**src/rtl/serial_add_sub.sv**
```systemverilog
// serial_add_sub: bit-serial adder/subtractor reusing one full-adder cell over WIDTH cycles, LSB first.
module serial_add_sub #(
  parameter int WIDTH = 4
) (
  input  logic             clk,
  input  logic             rst,
  input  logic             start,
  input  logic [WIDTH-1:0] A,
  input  logic [WIDTH-1:0] B,
  input  logic             Cin,
  input  logic             Sub,
  output logic             busy,
  output logic             done,
  output logic [WIDTH-1:0] S,
  output logic             Cout,
  output logic             Ovf
);
  localparam int CW = $clog2(WIDTH);
  typedef enum logic [1:0] {IDLE, RUN, DONE} state_t;
  state_t state, state_nxt;
  logic [WIDTH-1:0] a_sh, b_sh, res;
  logic [CW-1:0] count;
  logic carry, sum, carry_nxt, last, accept;
  assign sum       = a_sh[0] ^ b_sh[0] ^ carry;
  assign carry_nxt = (a_sh[0] & b_sh[0]) | (carry & (a_sh[0] ^ b_sh[0]));
  assign last      = count == CW'(WIDTH - 1);
  assign accept    = start && state != RUN;
  always_ff @(posedge clk or posedge rst)
    if (rst) state <= IDLE;
    else     state <= state_nxt;
  always_comb
    state_nxt = state == RUN ? (last ? DONE : RUN) : (start ? RUN : IDLE);
  always_comb begin
    busy = state == RUN;
    done = state == DONE;
  end
  // On the last RUN edge, carry still holds the carry into the MSB, so overflow is carry ^ carry_nxt.
  always_ff @(posedge clk or posedge rst)
    if (rst) begin
      a_sh  <= '0;
      b_sh  <= '0;
      res   <= '0;
      carry <= 1'b0;
      count <= '0;
      S     <= '0;
      Cout  <= 1'b0;
      Ovf   <= 1'b0;
    end else if (accept) begin
      a_sh  <= A;
      b_sh  <= B ^ {WIDTH{Sub}};
      carry <= Sub | Cin;
      count <= '0;
    end else if (state == RUN) begin
      a_sh  <= a_sh >> 1;
      b_sh  <= b_sh >> 1;
      res   <= {sum, res[WIDTH-1:1]};
      carry <= carry_nxt;
      count <= count + CW'(1);
      if (last) begin
        S    <= {sum, res[WIDTH-1:1]};
        Cout <= carry_nxt;
        Ovf  <= carry ^ carry_nxt;
      end
    end
endmodule

```
**config.mk**
```make
export PLATFORM = sky130hd
export DESIGN_NAME = serial_add_sub
export DESIGN_NICKNAME = d
export VERILOG_FILES = /design/src/rtl/serial_add_sub.sv
export SDC_FILE = /design/constraint.sdc
export NUM_CORES = 1
export LEC_CHECK = 0
export BUFFER_PORTS_ARGS = -buffer_cell sky130_fd_sc_hd__buf_2
export CELL_PAD_IN_SITES_DETAIL_PLACEMENT = 2
export CELL_PAD_IN_SITES_GLOBAL_PLACEMENT = 2
export CORE_MARGIN = 2
export CORE_UTILIZATION = 34
export DETAILED_ROUTE_END_ITERATION = 8
export MAX_ROUTING_LAYER = met4
export PLACE_DENSITY_LB_ADDON = 0.08
export SLEW_MARGIN = 20
export SYNTH_ARGS = -nofsm -noshare
export SYNTH_HDL_FRONTEND = slang
export SYNTH_SLANG_ARGS = --single-unit
```
**constraint.sdc**
```tcl
create_clock -name clk -period 1.4 [get_ports clk]
set_input_delay 0.28 -clock clk [delete_from_list [all_inputs] [get_ports clk]]
set_output_delay 0.28 -clock clk [all_outputs]
set_load 0.005 [all_outputs]
```
# Word level (Yosys, flattened, before mapping)

Index checks and enable logic that the tools add are counted.

Flip-flop bits (word level): 23
Bits of input ports: 13
Output and inout port bits: 8
Logic and storage cells: 38

Multiplexer cells: 11
Add/subtract/negate cells: 1
Bitwise operators: 9
Eq/ne operators: 4
Reduce and logical (&&, ||, !) cells: 4

Operators with widths:

| cell                  | number |
|---|---|
| $mux W4               | 4 |
| $mux W2               | 4 |
| $eq A2 B2 Y1 const B  | 2 |
| $xor A4 B4 Y4         | 1 |
| $mux W1               | 3 |
| $reduce_and A3 Y1     | 1 |
| $xor A1 B1 Y1         | 3 |
| $add A2 B1 Y2 const B | 1 |
| $and A1 B1 Y1         | 2 |
| $eq A2 B1 Y1 const B  | 1 |
| $ne A2 B1 Y1 const B  | 1 |
| $or A1 B1 Y1          | 2 |
| $reduce_and A2 Y1     | 1 |
| $reduce_bool A2 Y1    | 1 |
| $logic_and A1 B1 Y1   | 1 |
| $not A1 Y1            | 1 |

# Longest topological paths before layout

Depth in word-level cells: 5
Depth in mapped cells: 5
Gate-level depth less buffers: 4

# Least setup slack after synthesis

No wires, ideal clock.

Path kind: register -> register
Start point: register a_sh[0]
End point: register res[3]
Stages on the path, launching flop included: 3
Path buffers: 0
Data required time: 1.275 ns
Setup slack: 0.165 ns
Period minus slack after synthesis: 1.235 ns
Arrival: 1.111 ns
Setup time: 0.125 ns
Cells stage by stage: dfrtp_1 -> fa_1 -> mux2_2

Word-level cells in the longest chain between the ends: 2

Ends and longest elaborated chain:

| what                       | RTL line | RTL |
|---|---|---|
| start: declaration         | 21       | `logic [WIDTH-1:0] a_sh, b_sh, res;` |
| start signal: assignment   | 54       | `a_sh <= a_sh >> 1;` |
| $xor A1 B1 Y1 (2 in a row) | 24       | `assign sum = a_sh[0] ^ b_sh[0] ^ carry;` |
| via sum                    | 23       | `logic carry, sum, carry_nxt, last, accept;` |
| end signal: assignment     | 56       | `res <= {sum, res[WIDTH-1:1]};` |
| end: declaration           | 21       |  |

The timed path passes the listed nets, and every way through them passes these cells.
A chain may end at the register's enable or synchronous reset.

# Worst setup path after layout

Start point: register state[1]
End point: output port done

Word-level cells in the longest chain between the ends: 1

Ends and longest elaborated chain:

| what                     | RTL line | RTL |
|---|---|---|
| start: declaration       | 20       | `state_t state, state_nxt;` |
| start signal: assignment | 30       | `else state <= state_nxt;` |
| $eq A2 B2 Y1             | 35       | `done = state == DONE;` |
| end: declaration         | 13       | `output logic done,` |

No other way between the ends.

==> impl_metrics.yaml <==
timing:
  final.hold.worst_slack_ns: 0.235
  layout_worst_path_cycle_share_pct: 99.2
  worst-slew-pin-transition_ns: 0.328
  hold_fails_final_rpt: 0
  setup-violations-final: 0
  final_period_minus_worst_setup_slack_ns: 1.39
  final_worst_setup_slack_ns: 0.0110
  max_clock_freq_mhz: 720
  drv_slew: 0
  worst_slew_margin_rel_pct: 78.1
  rsz0062_at_grt: "true"
  worst_setup_skew_after_layout_ns: 0.00550
critical_path:
  crit_path_arrival_time_ns: 1.11
  critPathLaunchType: "flop"
  reg2regPathDepth: 4
  cp_max_fo: 2
  critPathKind: "flop to primary output"
  type_of_destination_of_the_critical_path: "primary output"
  required_ns: 1.12
die:
  floorplan.die.height_um: 58.2
  die-area_sq_um: 3390
  core_area_sq_um: 2780
  io-pin-count: 21
  die_w_um: 58.2
  std_cell_rows: 19
  initial_core_util_pct: 35.9
yosys:
  synth_area_per_cell_sq_um: 12.3
  synth_area_sq_um: 1000
  ys.warnings.count: 0
  synth.yosys.seq_area_share_pct: 55.1
  post_synth_num_cell_types: 22
  synthesis.instances: 81
  postSynthNetCount: 96
  ys_seq_elements: 22
place:
  placed_cells_incl_taps: 129
  weighted_congestion_at_the_end_of_routability_driven_global_placement: 0.659
  portBuffers: 20
  placement.cell_area_sq_um: 1120
  post-place-ws_ns: 0.104
  detailed_place_hpwl_mm: 1.43
detailed_routing:
  detail_route.drc_violations: 0
  vias: 675
  wl_per_cell_um: 14.8
  detail_route.vias_per_cell: 4.89
  dr.pass1.iters: 2
  postRouteWirelength_mm: 2.04
  drt_iter0_markers: 3
  antenna_violating_nets_post_route: 0
layout:
  finish.utilization_pct: 43.9
  commonest_cells_after_routing_fill_and_taps_aside: "22 x dfrtp_1, 20 x buf_2, 9 x mux2_2, 8 x nand2_1, 8 x o21ai_0"
  drive_gt1_share_pct: 39.3
  diodes: 0
  most_common_cell_after_layout_fill_and_taps_aside: "dfrtp_1"
  fin_nets: 124
  final_area_sq_um: 1220
  layout-area-overhead-vs-synth_pct: 22.2
  fillers: 292
  finalNonFillerCells: 138
global_routing:
  gr-usage-met2_pct: 23.2
  grt_pass1_vias: 768
  gr-usage-met1_pct: 19.5
  overflow: 0
  track_usage_pct: 14.9
  global_route.peak_usage_layer: "met2"
  met3_usage_pct: 2.01
  grt_first_pass_wirelength_mm: 3.62
  grt_antenna_before_repair: 0
  grt_max_degree: 23
job:
  drv_cap: 0
clock_network:
  cts_max_path_buffers: 2
  cts_sinks: 22
  insertion_delay_ns: 0.30
  depth_of_the_cts_h_tree: 1
  clock-root-buffer: "clkbuf_4"
  clkSlewWorstSetupHoldPaths_ns: 0.12
  cts_inserted_buffers: 3
  tritoncts: "built"
power_and_ir_drop:
  power_leakage_uw: 0.000626
  power-per-cell-area_nw_per_um2: 2080
  irDropWorstVdd_mv: 0.921
min_path:
  depth_of_the_worst_hold_timing_path: 3
  worstHoldPathType: "input pin to flop"
status:
  run_status: "complete, no violations"
per-layer routing:
layer / routed length [um] / vias to the layer above / part of all wire [%]
li1: - / 323 / -
met1: 885 / 341 / 43
met2: 1080 / 9 / 53
met3: 60 / 2 / 2.9
met4: 19 / 0 / 0.93
met5: 0 / - / 0
path summary, 6_finish.rpt:
kind                            slack, ns  endpoint  startpoint
worst max register to register       0.09      S[3]    state[0]
worst min-delay path                 0.23   a_sh[3]        A[3]
worst max-delay path                 0.01      done    state[1]
min in group asynchronous            0.55   a_sh[0]         rst
worst min register to register       0.50   b_sh[2]     b_sh[3]
max in group asynchronous            0.62  state[0]         rst
final cells by class:
type / instances / area, sq um / share of cell area, %
Clock buffer: 3 / 22.5 / 1.84
Inverter: 2 / 7.51 / 0.615
Sequential cell: 22 / 551 / 45.1
Tap cell: 31 / 38.8 / 3.18
Multi-Input combinational cell: 52 / 407 / 33.3
Timing Repair Buffer: 28 / 195 / 16.0
cell families (layout without fill, tap and decap cells):
group	Yosys count	after routing	share of synthesized area (%)
flops	22	22	55.1
simple gates	18	18	8.39
xor+xnor	5	5	4.38
mux	16	16	17.1
buf+inv	7	33	5.01
fa+ha+maj	2	2	3.25
compound gates	11	11	6.76
flip-flops by register name (all words and copies together), names as in the netlist:
signal,flops
state,2
res,3
count,2
a_sh,4
carry,1
S,4
Cout,1
b_sh,4
Ovf,1
worst max-delay path, cell delays in order (launching register included):
cell and delay (ns):
dfrtp_1 0.44, buf_6 0.13, and2b_1 0.13, buf_2 0.12
metrics by stage:
step / power, uW / TNS, ns
2_1_floorplan: 1800 / 0
3_3_place_gp: 2030 / 0
3_5_place_dp: 2100 / 0
4_1_cts: 2650 / -0.00533
5_1_grt: 2790 / -0.0493
6_report: 2540 / 0
power by group:
group          internal, uW  total [uW]  switching (uW)
registers               922        1110             183
clock network           100         278             178
logic                   690        1160             470
timing repair:
item	4_1_cts	5_1_grt
hold buffers	1	0
gates cloned	1	0
endpoints found under the setup margin	1	2
hold endpoints to repair	11	0
buffers inserted	4	1
gates resized for setup	3	1
pin swaps	0	0
synthesized netlist by cell type, drive strengths merged:
cell | n | share of area (%)
inv | 2 | 0.75
nor2b | 1 | 0.63
buf | 4 | 3.5
a21o | 1 | 0.75
and2b | 1 | 0.75
nand2b | 1 | 0.63
mux2 | 9 | 10
fa | 1 | 2.0
xnor2 | 2 | 1.8
mux2i | 7 | 7.0
xor2 | 3 | 2.6
o21ai | 8 | 4.0
clkbuf | 1 | 0.75
dfrtp | 22 | 55
nand3b | 1 | 1.1
nand2 | 8 | 3.0
nor2 | 6 | 2.3
a211oi | 2 | 2.0
ha | 1 | 1.3
No activity file was read; power rests on OpenSTA's default activity.
